[config.mk]
export PLATFORM = sky130hd
export DESIGN_NAME = core_sequencer
export DESIGN_NICKNAME = d
export VERILOG_FILES = /design/src/rtl/core_sequencer.sv
export SDC_FILE = /design/constraint.sdc
export NUM_CORES = 1
export LEC_CHECK = 0
export ABC_AREA = 1
export BUFFER_PORTS_ARGS = -buffer_cell sky130_fd_sc_hd__buf_2
export CORE_ASPECT_RATIO = 0.75
export CORE_MARGIN = 2
export CORE_UTILIZATION = 50
export DETAILED_ROUTE_END_ITERATION = 10
export PLACE_DENSITY = 0.74
export SKIP_LAST_GASP = 1
export SLEW_MARGIN = 20
export SYNTH_ARGS = -nofsm -noshare
export SYNTH_HDL_FRONTEND = slang
export SYNTH_SLANG_ARGS = --single-unit
[constraint.sdc]
create_clock -name clk -period 2.6 [get_ports clk]
set_clock_uncertainty 0.1 [all_clocks]
set_input_delay 0.13 -clock clk [delete_from_list [all_inputs] [get_ports clk]]
set_output_delay 0.13 -clock clk [all_outputs]
set_load 0.05 [all_outputs]
[src/rtl/core_sequencer.sv]
// core_sequencer: per-core control FSM that walks every instruction through
// FETCH..UPDATE, broadcasts core_state to the block datapath, owns the shared
// PC, stalls on outstanding thread memory ops and retires on RET.
// Sticky flags report SIMD divergence and long memory waits.
module core_sequencer #(
    parameter int THREADS_PER_BLOCK = 4,
    parameter int PC_BITS           = 8,
    parameter int WAIT_TIMEOUT      = 255
) (
    input  logic                                 clk,
    input  logic                                 reset,
    input  logic                                 start,
    input  logic [THREADS_PER_BLOCK-1:0]         thread_enable,
    input  logic                                 fetcher_done,
    input  logic                                 decoded_ret,
    input  logic [2*THREADS_PER_BLOCK-1:0]       lsu_state,
    input  logic [PC_BITS*THREADS_PER_BLOCK-1:0] next_pc,
    output logic [2:0]                           core_state,
    output logic [PC_BITS-1:0]                   current_pc,
    output logic                                 done,
    output logic [15:0]                          instr_retired,
    output logic                                 diverge_err,
    output logic                                 timeout_err
);

    typedef enum logic [2:0] {
        S_IDLE    = 3'd0,
        S_FETCH   = 3'd1,
        S_DECODE  = 3'd2,
        S_REQUEST = 3'd3,
        S_WAIT    = 3'd4,
        S_EXECUTE = 3'd5,
        S_UPDATE  = 3'd6,
        S_DONE    = 3'd7
    } state_t;

    localparam logic [1:0] LSU_REQUESTING = 2'd1;
    localparam logic [1:0] LSU_WAITING    = 2'd2;

    state_t               state_q, state_d;
    logic [PC_BITS-1:0]   pc_q, pc_d;
    logic                 done_q, done_d;
    logic [15:0]          retired_q, retired_d;
    logic                 diverge_q, diverge_d;
    logic                 timeout_q, timeout_d;
    logic [15:0]          wait_cnt_q, wait_cnt_d;

    logic                 busy;
    logic                 lead_found;
    logic                 pc_mismatch;
    logic [PC_BITS-1:0]   lead_pc;
    logic [15:0]          wait_inc;
    logic [15:0]          retired_inc;

    // Summarise the enabled lanes: memory busy, lowest-index next PC, and disagreement.
    always_comb begin
        busy        = 1'b0;
        lead_found  = 1'b0;
        pc_mismatch = 1'b0;
        lead_pc     = '0;
        for (int t = 0; t < THREADS_PER_BLOCK; t++) begin
            if (thread_enable[t]) begin
                if ((lsu_state[2*t +: 2] == LSU_REQUESTING) ||
                    (lsu_state[2*t +: 2] == LSU_WAITING)) begin
                    busy = 1'b1;
                end
                if (!lead_found) begin
                    lead_pc    = next_pc[PC_BITS*t +: PC_BITS];
                    lead_found = 1'b1;
                end else if (next_pc[PC_BITS*t +: PC_BITS] != lead_pc) begin
                    pc_mismatch = 1'b1;
                end
            end
        end
    end

    assign wait_inc    = (wait_cnt_q == 16'hFFFF) ? wait_cnt_q : wait_cnt_q + 16'd1;
    assign retired_inc = (retired_q  == 16'hFFFF) ? retired_q  : retired_q  + 16'd1;

    // State register; reset abandons any in-flight instruction.
    always_ff @(posedge clk) begin
        if (reset) state_q <= S_IDLE;
        else       state_q <= state_d;
    end

    // Next-state logic: fixed single-cycle stages, FETCH and WAIT are the only holds.
    always_comb begin
        state_d = state_q;
        case (state_q)
            S_IDLE:    if (start) state_d = (|thread_enable) ? S_FETCH : S_DONE;
            S_FETCH:   if (fetcher_done) state_d = S_DECODE;
            S_DECODE:  state_d = S_REQUEST;
            S_REQUEST: state_d = S_WAIT;
            S_WAIT:    if (!busy) state_d = S_EXECUTE;
            S_EXECUTE: state_d = S_UPDATE;
            S_UPDATE:  state_d = decoded_ret ? S_DONE : S_FETCH;
            S_DONE:    state_d = S_DONE;
            default:   state_d = S_IDLE;
        endcase
    end

    // Output/datapath next values: PC, retire count, wait counter and sticky flags.
    always_comb begin
        pc_d       = pc_q;
        done_d     = done_q;
        retired_d  = retired_q;
        diverge_d  = diverge_q;
        timeout_d  = timeout_q;
        wait_cnt_d = wait_cnt_q;
        case (state_q)
            S_IDLE: begin
                if (start) begin
                    pc_d       = '0;
                    retired_d  = '0;
                    diverge_d  = 1'b0;
                    timeout_d  = 1'b0;
                    wait_cnt_d = '0;
                    // An empty mask has nothing to run, so the block is finished at once.
                    done_d     = ~(|thread_enable);
                end
            end
            S_WAIT: begin
                if (busy) begin
                    wait_cnt_d = wait_inc;
                    if (wait_inc >= 16'(WAIT_TIMEOUT)) timeout_d = 1'b1;
                end else begin
                    wait_cnt_d = '0;
                end
            end
            S_UPDATE: begin
                retired_d = retired_inc;
                if (decoded_ret) begin
                    done_d = 1'b1;
                end else begin
                    // Lowest enabled lane steers the shared PC even when lanes disagree.
                    pc_d = lead_pc;
                    if (pc_mismatch) diverge_d = 1'b1;
                end
            end
            S_DONE: done_d = 1'b1;
            default: ;
        endcase
    end

    // Datapath registers, cleared by synchronous reset.
    always_ff @(posedge clk) begin
        if (reset) begin
            pc_q       <= '0;
            done_q     <= 1'b0;
            retired_q  <= '0;
            diverge_q  <= 1'b0;
            timeout_q  <= 1'b0;
            wait_cnt_q <= '0;
        end else begin
            pc_q       <= pc_d;
            done_q     <= done_d;
            retired_q  <= retired_d;
            diverge_q  <= diverge_d;
            timeout_q  <= timeout_d;
            wait_cnt_q <= wait_cnt_d;
        end
    end

    assign core_state    = state_q;
    assign current_pc    = pc_q;
    assign done          = done_q;
    assign instr_retired = retired_q;
    assign diverge_err   = diverge_q;
    assign timeout_err   = timeout_q;

endmodule
# [After elaboration in Yosys (flattened, before gate mapping)]
# Index checks and enable logic that the tools add are counted.
[word_totals] regBits=46 inputBits=49 output_inout_bits=30 wordCells=108
[classes] add_sub_neg=2 n_lt_le_gt_ge=1 eq_ne=29 n_mux=52 bitwise=1 n_reduce_logical=16
[ops] op="two-way mux 8 bit" n=9
[ops] op="two-way mux 16 bit" n=4
[ops] op="case mux 16 bit (2 select lines)" n=2
[ops] op="adder 16 x 1 -> 16 bit, second input constant" n=2
[ops] op="equality test 16 bit, second input constant" n=2
[ops] op="two-way mux 1 bit" n=27
[ops] op="!= test 8 bit" n=3
[ops] op="case mux 3 bit (8 select lines)" n=1
[ops] op="!= test 2 bit, second input constant" n=9
[ops] op="greater-or-equal comparator 16 x 8 -> 1 bit, second input constant" n=1
[ops] op="case mux 8 bit (2 select lines)" n=1
[ops] op="two-way mux 3 bit" n=5
[ops] op="equality test 3 bit, second input constant" n=4
[ops] op="AND reduction 3 bit" n=4
[ops] op="equality test 2 x 1 -> 1 bit, second input constant" n=4
[ops] op="equality test 2 bit, second input constant" n=4
[ops] op="AND reduction 4 bit" n=2
[ops] op="equality test 3 x 2 -> 1 bit, second input constant" n=2
[ops] op="logical OR 1 bit" n=4
[ops] op="case mux 1 bit (2 select lines)" n=2
[ops] op="nonzero test 2 bit" n=2
[ops] op="OR reduction 4 bit" n=1
[ops] op="equality test 3 x 1 -> 1 bit, second input constant" n=1
[ops] op="zero test 3 bit" n=1
[ops] op="other kinds (4)" n=4

# [Logic depth before layout (Yosys ltp)]
# Gate-level depths: netlist of the first run.
[logic_depth] word_depth=14 mapped_depth=17 ltp_nobuf=17

# [Worst setup path before layout of the first run]
# No wires, ideal clock.
[synth_path] path_kind="register to register" start="register retired_q[0], in the netlist instr_retired[0]" end="register retired_q[10], in the netlist instr_retired[10]" setup_time_ns=0.111 t_arrival_ns=1.998 required_time_ns=2.389 setup_slack_ns=0.391 path_stages_with_launch=12 n_path_buf=0 synth_period_minus_slack_ns=2.209 cell_sequence="dfxtp_1 -> ha_1 -> nand2_1 -> nor3_2 -> nand3_1 -> nor3_2 -> o21ai_1 -> nand2_2 -> inv_1 -> a31o_2 -> inv_1 -> nor2_1"
[synth_via] elab_chain_cells=3 word_cells_on_any_way=6 classes_between="1 x add/sub; 2 x eq/ne; 2 x mux; 1 x reduce/logical"
[synth_lines] item="start: declaration" line="43" source="logic [15:0] retired_q, retired_d;"
[synth_lines] item="start signal: assignment" line="157" source="retired_q <= retired_d;"
[synth_lines] item="adder 16 x 1 -> 16 bit / equality test 16 bit (equally long branches)" line="78" source="assign retired_inc = (retired_q == 16'hFFFF) ? retired_q : retired_q + 16'd1;"
[synth_lines] item="two-way mux 16 bit / != test 2 bit (equally long branches)"
[synth_lines] item="case mux 16 bit (2 select lines) / AND reduction 3 bit (equally long branches)"
# Parallel ways exist; a longest one is shown, timed or not. The select of a mux whose other input is x is not followed.
# A chain may end at the register's enable or synchronous reset.

# [Final worst setup path of the first run]
# Ends and elaborated chain as after synthesis.

==> results.md, run 1 <==
- Power share of the clock group: 30.1%
- H-tree Lvls: 2
- Chip Height: 75.5 µm
- Combinational Power Share: 27.6%
- Vias per cell: 5.25
- Synth warn: 0
- P_sw: 0.630 mW
- Syn-to-layout area delta: 16.6%
- Crit Path Class: register to register
- Clock buffer depth: 2
- Largest net degree at the start of global routing: 33
- Avg Cell Area, Syn: 5.94 µm²
- Clk sinks: 46
- Slowest-stage cell, CP: dfxtp_1
- Final hold vios: 0
- DRT Wirelength: 9170 µm
- CP Launch Point: instr_retired[0]
- Crit path to: instr_retired[10]
- Max-slew violation count: 0
- NumNets Final: 701
- Antenna cells: 0
- Vias in the first global route: 3274
- Clk slew on worst S/H paths: 0.09 ns
- DP Cell Count: 726
- Flops & latches, synth: 46
- Setup violators final: 0
- Initial antenna violation count: 0
- Final period utilization: 91.9%
- Critical Path RT: 2.71 ns
- DRT antenna net count: 0
- Main synth FF type: dfxtp_1
- Worst reg2reg path endpoint: instr_retired[10]
- Commonest cells after routing, fill and taps aside: nand2_1 (182), buf_2 (78), inv_1 (75), nor2_1 (58), dfxtp_1 (46)
- DRC: 0
- GPL Wtd Cong: 0.962
- Unrepaired setup endpoints after global routing: no
- PortBufs: 78
- Std-Cell Rows: 26
- Least-Margin Pin Slew: 0.857 ns
- Crit-path cells: ha_1 > nand2_1 > nor3_2 > nand3_1 > nor3_2 > o21ai_1 > nand2_2 > inv_1 > a31o_2 > inv_1 > nor2_1
- Total CTS buffers: 5
- Rel. slew slack: 42.6%
- Share of layout cells above drive strength 1: 17.5%
- R2R Path Start: instr_retired[0]
- Latest clock arrival within the worst-skew pair: 0.31 ns
- WL/cell: 12.5 µm
- Max-cap violations: 0
- Root buffer cell: clkbuf_8
- Reg area: 921 µm²
- Vias: 3861
- Worst VDD drop: 322 µV
- Critical Path Sink Type: register
- Fin Setup TNS: 0 ns
- Core Box Area: 6700 µm²
- I/O Pins: 79
- DP HPWL: 7280 µm
- Fmax: 419 MHz
- First-pass GRT wire length: 15200 µm
- Status: completed
- Area occupied by multi-input gates: 2120 µm²
- CTS tree: yes
- Post-layout util: 59.3%
- Post-synth EDFFs: 0
- Die ar.: 7490 µm²
- Worst path max stage delay: 0.43 ns
- Post-route setup slack: 0.212 ns
- DRT Pass-1 Iters: 5
- Critical path arrival: 2.50 ns
- Die width: 99.3 µm
- Crit path max fanout: 13
- Post-Syn Area: 3410 µm²
- Non-Filler Instances: 735
- Post-synthesis async set-or-reset flop share: 0%
- Initial core utilization: 50.8%
- Initial DRC Count: 216
- CP Launch Type: register
- Sw Ratio: 35.4%
- Hold Crit Class: input pin to register
- Pre-CTS WS: 0.297 ns
- Worst R2R Setup Slack: 0.21 ns
- Cells after Synth: 573
- Post-synth net total: 624
- Sequential area share after synthesis: 27.0%
- Pleak: 1.88 nW
- Internal Power: 1.15 mW
- Tot GR Track Use: 25.2%
- Pwr dens: 448 nW/µm²
- Synth cell types: 36
- FILL cells: 685
- Worst-case reg-to-reg path depth: 11
- Share of power burned in registers: 42.3%
- GR Overflow Total: 0
- Crit path time final: 2.39 ns
- Most common cell after layout, fill and taps aside: nand2_1
-- power groups by stage --
stage	logic (mW)	clock network, mW	registers, mW
3_3_place_gp	0.479	0	0.768
3_5_place_dp	0.487	0	0.770
5_1_grt	0.545	0.578	0.758
2_1_floorplan	0.288	0	0.835
4_1_cts	0.489	0.550	0.754
6_report	0.491	0.536	0.753
-- worst min-delay path by stage --
stage	from	end	slack (ns)	depth (start not counted)
global route	reset	wait_cnt_q[11]	0.06	3
CTS	reset	wait_cnt_q[11]	0.03	3
global placement	fetcher_done	core_state[0]	0.33	4
finish	reset	wait_cnt_q[11]	0.04	3
detailed placement	fetcher_done	core_state[0]	0.32	4
floorplan	fetcher_done	core_state[0]	0.20	3
-- metal layers --
| layer | wire length [µm] | vias to the layer above | global-route usage (%) | part of all wire [%] |
|---|---|---|---|---|
| met3 | 611 | 10 | 5.14 | 6.7 |
| met2 | 3820 | 107 | 39.0 | 42 |
| met5 | 0 | - | 0 | 0 |
| met1 | 4630 | 1759 | 36.9 | 50 |
| li1 | - | 1985 | - | - |
| met4 | 107 | 0 | 5.02 | 1.2 |
-- per-stage QoR --
step | power [mW] | hold slack (ns) | area (µm²)
6_report | 1.78 | 0.0389 | 3970
5_1_grt | 1.88 | 0.0569 | 3970
4_1_cts | 1.79 | 0.0317 | 3970
3_5_place_dp | 1.26 | 0.319 | 3860
3_3_place_gp | 1.25 | 0.327 | 3860
2_1_floorplan | 1.12 | 0.204 | 3410
-- what timing repair did --
| action | CTS | global route |
|---|---|---|
| gates resized for setup | 0 | 0 |
| hold buffers | 1 | 0 |
| buffers inserted | 0 | 0 |
| endpoints found under the hold margin | 1 | 0 |
| endpoints found under the setup margin | 0 | 0 |
-- state kept, by name, indices dropped and copies added, names as in the netlist --
name	count
done	1
current_pc	8
diverge_err	1
instr_retired	16
wait_cnt_q	16
core_state	3
timeout_err	1
-- critical path: cells and delay by family, from the launching register on --
kind | cells | cell delay (ns)
adders and majority gates | 1 | 0.23
buffers and inverters | 2 | 0.24
DFF | 1 | 0.43
and+or+nand+nor | 6 | 0.95
AOI/OAI and AO/OA | 2 | 0.33
-- cells in the mapped netlist (3+ instances only) --
master | instances | area [µm²]
nor2_1 | 58 | 218
xnor2_1 | 3 | 26.3
nand2_1 | 182 | 683
nand2_2 | 3 | 18.8
xor2_1 | 18 | 158
inv_2 | 5 | 18.8
dfxtp_1 | 46 | 921
o21ai_1 | 4 | 20.0
clkbuf_1 | 5 | 18.8
nor3_2 | 6 | 60.1
nor3_1 | 11 | 55.1
or2_2 | 5 | 31.3
inv_1 | 75 | 282
o21ai_0 | 20 | 100
nand3_1 | 41 | 205
buf_2 | 3 | 15.0
nand4_1 | 10 | 62.6
a21oi_1 | 42 | 210
nand3b_1 | 4 | 30.0
o211ai_1 | 9 | 67.6
-- layout make-up --
cell class	count	share of cell area (%)
sequential	46	23.2
timing repair buffer	82	10.6
clock buffer	7	1.92
clock inverter	1	0.756
multi-input combinational	435	53.3
tap	84	2.65
inverter	80	7.56
-- cell families after synthesis --
logic type               count (synthesis)  share of synthesized area [%]
AND/OR/NAND/NOR                        329                           42.5
buffers and inverters                   92                           10.8
AO/OA/AOI/OAI                           83                           13.5
flip-flops                              46                           27.0
XOR/XNOR                                21                           5.40
adder cells (fa/ha/maj)                  2                          0.735
Power figures use the tool's default switching activity.
==> inputs of run 2 (changes only) <==
--- a/config.mk
+++ b/config.mk
@@ -9,9 +9,9 @@
 export BUFFER_PORTS_ARGS = -buffer_cell sky130_fd_sc_hd__buf_2
 export CORE_ASPECT_RATIO = 0.75
 export CORE_MARGIN = 2
-export CORE_UTILIZATION = 50
+export CORE_UTILIZATION = 45
 export DETAILED_ROUTE_END_ITERATION = 10
-export PLACE_DENSITY = 0.74
+export PLACE_DENSITY = 0.7
 export SKIP_LAST_GASP = 1
 export SLEW_MARGIN = 20
 export SYNTH_ARGS = -nofsm -noshare
==> constraint.sdc (replaced) <==
create_clock -name clk -period 2.02 [get_ports clk]
set_clock_uncertainty 0.1 [all_clocks]
set_input_delay 0.101 -clock clk [delete_from_list [all_inputs] [get_ports clk]]
set_output_delay 0.101 -clock clk [all_outputs]
set_load 0.05 [all_outputs]
==> results.md, run 2 (synthesis gave the netlist of run 1 again) <==
- Post-route setup slack: 0.0823 ns (was 0.212 ns)
- Share of power burned in registers: 42.2% (was 42.3%)
- Most frequent CP cell: nand2_1
- Initial DRC Count: 180 (was 216)
- Initial antenna violation count: 0 (unchanged)
- Final period utilization: 95.9% (was 91.9%)
- Std-Cell Rows: 27 (was 26)
- Non-Filler Instances: 768 (was 735)
- Hold Crit Class: input pin to register (unchanged)
- Largest net degree at the start of global routing: 33 (unchanged)
- Clk slew on worst S/H paths: 0.09 ns (about the same)
- WL/cell: 11.8 µm (was 12.5 µm)
- Vias in the first global route: 3416 (was 3274)
- I/O Pins: 79 (unchanged)
- DRT Pass-1 Iters: 5 (unchanged)
- Least-Margin Pin Slew: 0.474 ns (was 0.857 ns)
- Die ar.: 8290 µm² (was 7490 µm²)
- Commonest cells after routing, fill and taps aside: nand2_1 (180), buf_2 (78), inv_1 (74), nor2_1 (55), a21oi_1 (42) (was nand2_1 (182), buf_2 (78), inv_1 (75), nor2_1 (58), dfxtp_1 (46))
- Pleak: 1.99 nW (was 1.88 nW)
- Pwr dens: 549 nW/µm² (was 448 nW/µm²)
- Share of layout cells above drive strength 1: 23.2% (was 17.5%)
- Critical path arrival: 2.09 ns (was 2.50 ns)
- Worst path max stage delay: 0.34 ns (was 0.43 ns)
- Antenna cells: 0 (unchanged)
- Clk sinks: 46 (unchanged)
- Status: completed (unchanged)
- Crit Path Class: register to register (unchanged)
- Vias per cell: 4.99 (was 5.25)
- Rel. slew slack: 68.4% (was 42.6%)
- Slowest-stage cell, CP: dfxtp_1 (unchanged)
- Combinational Power Share: 31.8% (was 27.6%)
- Clock buffer depth: 2 (unchanged)
- Root buffer cell: clkbuf_8 (unchanged)
- DRT antenna net count: 0 (unchanged)
- CTS tree: yes (unchanged)
- Crit-path cells: ha_2 > nand3_2 > inv_1 > nand2_1 > nor2_4 > inv_2 > nand2_2 > nand2_1 > nor2_1 > nand3_1 > nand3b_1 > nand2_1 > a21oi_2 (was ha_1 > nand2_1 > nor3_2 > nand3_1 > nor3_2 > o21ai_1 > nand2_2 > inv_1 > a31o_2 > inv_1 > nor2_1)
- Vias: 3835 (was 3861)
- PortBufs: 78 (unchanged)
- CP Launch Type: register (unchanged)
- Met2 WL post-DR: 3830 µm (was 3820 µm)
- Worst path top cell family by delay: simple AND/OR/NAND/NOR gates (unchanged)
- DRT Wirelength: 9080 µm (was 9170 µm)
- Die width: 104 µm (was 99.3 µm)
- H-tree Lvls: 2 (unchanged)
- Crit path max fanout: 12 (was 13)
- GR Overflow Total: 0 (unchanged)
- Power share of the clock group: 26.0% (was 30.1%)
- Pre-CTS WS: -0.0264 ns (was 0.297 ns)
- Syn-to-layout area delta: 22.9% (was 16.6%)
- Latest clock arrival within the worst-skew pair: 0.30 ns (was 0.31 ns)
- Worst VDD drop: 386 µV (was 322 µV)
- Initial core utilization: 46.5% (was 50.8%)
- Total CTS buffers: 5 (unchanged)
- Core Box Area: 7330 µm² (was 6700 µm²)
- Fmax: 516 MHz (was 419 MHz)
- Wire length on met1: 4740 µm (was 4630 µm)
- Max-slew violation count: 0 (unchanged)
- Final hold vios: 0 (unchanged)
- P_sw: 0.840 mW (was 0.630 mW)
- Max-cap violations: 0 (unchanged)
- Chip Height: 79.3 µm (was 75.5 µm)
- Worst Path Buf+Inv: 2 (unchanged)
- Sw Ratio: 36.5% (was 35.4%)
- First-pass GRT wire length: 15300 µm (was 15200 µm)
- Critical Path Sink Type: register (unchanged)
- DP Cell Count: 754 (was 726)
- Crit path time final: 1.94 ns (was 2.39 ns)
- Setup violators final: 0 (unchanged)
- Internal Power: 1.46 mW (was 1.15 mW)
- DP HPWL: 7250 µm (was 7280 µm)
- Top Metal Used: met4 (unchanged)
- DRC: 0 (unchanged)
- Most common cell after layout, fill and taps aside: nand2_1 (unchanged)
- Tot GR Track Use: 22.5% (was 25.2%)
- Post-layout util: 57.1% (was 59.3%)
- NumNets Final: 717 (was 701)
- GPL Wtd Cong: 0.946 (was 0.962)
- WL met3: 403 µm (was 611 µm)
- Critical Path RT: 2.17 ns (was 2.71 ns)
## run 2: changes by cell type in the layout (fill, tap and decap cells not counted), sizes merged
cell         change
clkbuf           -1
clkinvlp         +1
buf             +15
clkinv           +1
dlygate4sd3      +1
bufinv           -1
## run 2: worst reg2reg max path, cell delays in order, from the launching register on
cell	delay (ns)
dfxtp_1	0.34
ha_2	0.20
nand3_2	0.10
inv_1	0.06
nand2_1	0.10
nor2_4	0.13
inv_2	0.12
nand2_2	0.13
nand2_1	0.06
nor2_1	0.16
nand3_1	0.12
nand3b_1	0.10
nand2_1	0.06
a21oi_2	0.10
## run 2: power by group through the flow
stage / clock, mW / sequential (mW) / combinational, mW
2_1_floorplan: 0 / 1.08 / 0.371
3_3_place_gp: 0 / 0.985 / 0.649
3_5_place_dp: 0 / 0.988 / 0.663
4_1_cts: 0.622 / 0.967 / 0.667
5_1_grt: 0.654 / 0.977 / 0.814
6_report: 0.598 / 0.971 / 0.731
## run 2: layout make-up
| class | instances | area (µm²) |
|---|---|---|
| sequential | 46 | 938 |
| timing repair buffer | 98 | 549 |
| clock inverter | 2 | 12.5 |
| inverter | 80 | 300 |
| tap | 101 | 126 |
| fill | 735 | 3140 |
| clock buffer | 6 | 82.6 |
| multi-input combinational | 435 | 2180 |
## run 2: per-stage QoR
step           setup TNS (ns)  total power [mW]  hold slack [ns]  cell area [µm²]
3_3_place_gp                0              1.63            0.279             3970
4_1_cts                     0              2.26           0.0301             4090
2_1_floorplan               0              1.45            0.175             3420
5_1_grt               -0.0146              2.45           0.0486             4190
6_report                    0              2.30           0.0502             4190
3_5_place_dp          -0.0264              1.65            0.279             3970
## run 2: per-layer routing
metal,vias to the layer above,track usage [%]
met1,1717,32.6
met4,0,5.41
met5,-,0
met3,10,3.37
met2,87,35.0
li1,2021,-
## run 2: path summary, 6_finish.rpt
check	cells after the start	startpoint	slack, ns	endpoint
max	13	wait_cnt_q[0]	0.08	timeout_err
min	4	start	0.05	done
max reg2reg	13	wait_cnt_q[0]	0.08	timeout_err
min reg2reg	1	instr_retired[6]	0.34	instr_retired[6]
## run 2: repair_timing
action / 4_1_cts / 5_1_grt
gates resized for setup: 0 / 21
hold endpoints to repair: 2 / 0
endpoints found under the setup margin: 0 / 16
hold buffers: 2 / 0
buffers inserted: 0 / 4
==> inputs of run 3 (changes only) <==
--- a/config.mk
+++ b/config.mk
@@ -5,11 +5,11 @@
 export SDC_FILE = /design/constraint.sdc
 export NUM_CORES = 1
 export LEC_CHECK = 0
-export ABC_AREA = 1
 export BUFFER_PORTS_ARGS = -buffer_cell sky130_fd_sc_hd__buf_2
 export CORE_ASPECT_RATIO = 0.75
 export CORE_MARGIN = 2
 export CORE_UTILIZATION = 45
+export CTS_BUF_LIST = sky130_fd_sc_hd__clkbuf_4
 export DETAILED_ROUTE_END_ITERATION = 10
 export PLACE_DENSITY = 0.7
 export SKIP_LAST_GASP = 1
==> constraint.sdc (replaced) <==
create_clock -name clk -period 2.02 [get_ports clk]
set_clock_uncertainty 0.1 [all_clocks]
set_input_delay 0.404 -clock clk [delete_from_list [all_inputs] [get_ports clk]]
set_output_delay 0.404 -clock clk [all_outputs]
set_load 0.05 [all_outputs]
==> results.md, run 3 <==
- Crit Path Class: register to register (unchanged)
- Post-synthesis async set-or-reset flop share: 0% (unchanged)
- Crit-path cells: buf_4 > nand2_2 > buf_4 > nor4_2 > buf_4 > and4_1 > nor2_1 > nor4_2 > a311oi_2 (was ha_2 > nand3_2 > inv_1 > nand2_1 > nor2_4 > inv_2 > nand2_2 > nand2_1 > nor2_1 > nand3_1 > nand3b_1 > nand2_1 > a21oi_2)
- Root buffer cell: clkbuf_4 (was clkbuf_8)
- Pleak: 1.99 nW (about the same)
- Setup violators final: 1 (was 0)
- Vias: 4249 (was 3835)
- H-tree Lvls: 2 (unchanged)
- Crit path time final: 2.02 ns (was 1.94 ns)
- Antenna cells: 0 (unchanged)
- Worst-case reg-to-reg path depth: 9 (was 13)
- GPL Wtd Cong: 0.947 (was 0.946)
- Avg Cell Area, Syn: 7.38 µm² (was 5.94 µm²)
- Max-slew violation count: 0 (unchanged)
- DRT antenna net count: 0 (unchanged)
- Worst path max stage delay: 0.36 ns (was 0.34 ns)
- First-pass GRT wire length: 17500 µm (was 15300 µm)
- Critical path arrival: 2.16 ns (was 2.09 ns)
- Area contributors post-synth: dfxtp_1 (27%), a21oi_1 (7.2%), nand2_1 (4.5%) (was dfxtp_1 (27%), nand2_1 (20%), inv_1 (8.3%))
- Least-Margin Pin Slew: 0.446 ns (was 0.474 ns)
- Most common cell after layout, fill and taps aside: buf_4 (was nand2_1)
- I/O Pins: 79 (unchanged)
- Flops & latches, synth: 46 (unchanged)
- Top-area cell type share of the netlist area: 27.1% (was 27.0%)
- Clk slew on worst S/H paths: 0.14 ns (was 0.09 ns)
- Max-cap violations: 0 (unchanged)
- Final hold vios: 0 (unchanged)
- Fin Setup TNS: -0.000641 ns (was 0 ns)
- PortBufs: 78 (unchanged)
- Rel. slew slack: 69.5% (was 68.4%)
- Post-synth EDFFs: 0 (unchanged)
- Main synth FF type: dfxtp_1 (unchanged)
- Cell with the most instances after synthesis: a21oi_1 (was nand2_1)
- Largest net degree at the start of global routing: 30 (was 33)
- CTS tree: yes (unchanged)
- Tot GR Track Use: 25.7% (was 22.5%)
- Post-Syn Area: 3400 µm² (was 3410 µm²)
- Std-Cell Rows: 27 (unchanged)
- Critical Path RT: 2.16 ns (was 2.17 ns)
- Worst VDD drop: 260 µV (was 386 µV)
- Vias in the first global route: 3671 (was 3416)
- Cells after Synth: 460 (was 573)
- Status: finished, violations left (was completed)
- Syn-to-layout area delta: 39.3% (was 22.9%)
- Commonest cells after routing, fill and taps aside: buf_4 (99), buf_2 (78), a21oi_1 (48), nand2_1 (40), nor2_1 (38) (was nand2_1 (180), buf_2 (78), inv_1 (74), nor2_1 (55), a21oi_1 (42))
- Vias per cell: 5.93 (was 4.99)
- Pwr dens: 398 nW/µm² (was 549 nW/µm²)
- Initial antenna violation count: 0 (unchanged)
- Die width: 104 µm (about the same)
- CP Launch Type: register (unchanged)
- Share of layout cells above drive strength 1: 36.9% (was 23.2%)
- DRT Pass-1 Iters: 5 (unchanged)
- Crit path max fanout: 6 (was 12)
- WL/cell: 15.5 µm (was 11.8 µm)
- NumNets Final: 667 (was 717)
- Sequential area share after synthesis: 27.1% (was 27.0%)
- Final period utilization: 100% (was 95.9%)
- Initial DRC Count: 288 (was 180)
- Fmax: 495 MHz (was 516 MHz)
- Latest clock arrival within the worst-skew pair: 0.36 ns (was 0.30 ns)
- DRC: 0 (unchanged)
- DRT Wirelength: 11100 µm (was 9080 µm)
- Most frequent CP cell: buf_4 (was nand2_1)
- Core Box Area: 7330 µm² (unchanged)
- Unrepaired setup endpoints after global routing: yes
- Failing checks: setup timing
- GR Overflow Total: 0 (unchanged)
- Pre-CTS WS: -0.505 ns (was -0.0264 ns)
- Clk sinks: 46 (unchanged)
- Synth warn: 0 (unchanged)
- Slowest-stage cell, CP: dfxtp_2 (was dfxtp_1)
- Chip Height: 79.2 µm (was 79.3 µm)
- Top post-synthesis cells by count: a21oi_1 (49), dfxtp_1 (46), nand2_1 (41) (was nand2_1 (182), inv_1 (75), nor2_1 (58))
- Initial core utilization: 46.3% (was 46.5%)
- Yosys top cell by area: dfxtp_1 (unchanged)
- DP HPWL: 8170 µm (was 7250 µm)
- Post-route setup slack: -0.000641 ns (was 0.0823 ns)
- Clock buffer depth: 2 (unchanged)
- Hold Crit Class: input pin to register (unchanged)
- Critical Path Sink Type: register (unchanged)
- Total CTS buffers: 5 (unchanged)
- Synth cell types: 61 (was 36)
- Hold path depth: 3 (was 4)
- Post-synth net total: 511 (was 624)
- Die ar.: 8260 µm² (was 8290 µm²)
-- run 3: critical path: cells and delay by family, from the launching register on --
| kind | cells | cell delay [ns] |
|---|---|---|
| AOI/OAI and AO/OA | 1 | 0.13 |
| and+or+nand+nor | 5 | 0.88 |
| buffers and inverters | 3 | 0.44 |
| DFF | 1 | 0.36 |
-- run 3: path summary, 6_finish.rpt --
check                                   start       endpoint  slack [ns]
worst min-delay path              next_pc[29]  current_pc[5]        0.24
worst max-delay path            wait_cnt_q[0]    timeout_err     -0.0006
worst max register to register  wait_cnt_q[0]    timeout_err     -0.0006
worst min register to register  current_pc[0]  current_pc[0]        0.40
-- run 3: power breakdown --
| group | switching (mW) | internal (mW) |
|---|---|---|
| Combinational | 0.296 | 0.220 |
| Sequential | 0.00514 | 0.915 |
| Clock | 0.301 | 0.144 |
-- run 3: area by class of cell --
cell class                 instances  area (µm²)
sequential                        46         945
multi-input combinational        372        2420
timing repair buffer             177        1130
fill                             670        2600
clock buffer                       6        45.0
tap                              101         126
clock inverter                     1        7.51
inverter                          14        52.6
-- run 3: what timing repair did --
action                     4_1_cts  5_1_grt
setup endpoints to repair        3        9
cloned                           0        1
buffers inserted                 4        7
hold buffers                     0        0
pin swaps                        3       10
resized for setup                5       25
-- run 3: cell families after synthesis --
| group | Yosys count | share of synthesized area, % |
|---|---|---|
| simple gates | 194 | 31.4 |
| compound gates | 150 | 29.1 |
| flops | 46 | 27.1 |
| buf+inv | 43 | 5.08 |
| xor+xnor | 22 | 5.67 |
| mux | 3 | 0.884 |
| fa+ha+maj | 2 | 0.737 |
-- run 3: per-stage QoR --
stage | power [mW] | instances | hold slack, ns | utilization [%] | area [µm²]
floorplan | 1.20 | 460 | 0.390 | - | 3430
global placement | 1.43 | 698 | 0.374 | 61.2 | 4490
detailed placement | 1.44 | 698 | 0.387 | 61.2 | 4490
CTS | 1.87 | 709 | 0.242 | 62.7 | 4590
global route | 1.97 | 717 | 0.256 | 64.5 | 4730
finish | 1.88 | 717 | 0.240 | 64.5 | 4730
-- run 3: layer usage --
metal,global-route usage (%),part of all wire (%),up-vias
met4,5.81,1.2,0
met5,0,0,-
met2,40.8,44,178
li1,-,-,2052
met1,37.0,48,2005
met3,3.37,6.5,14
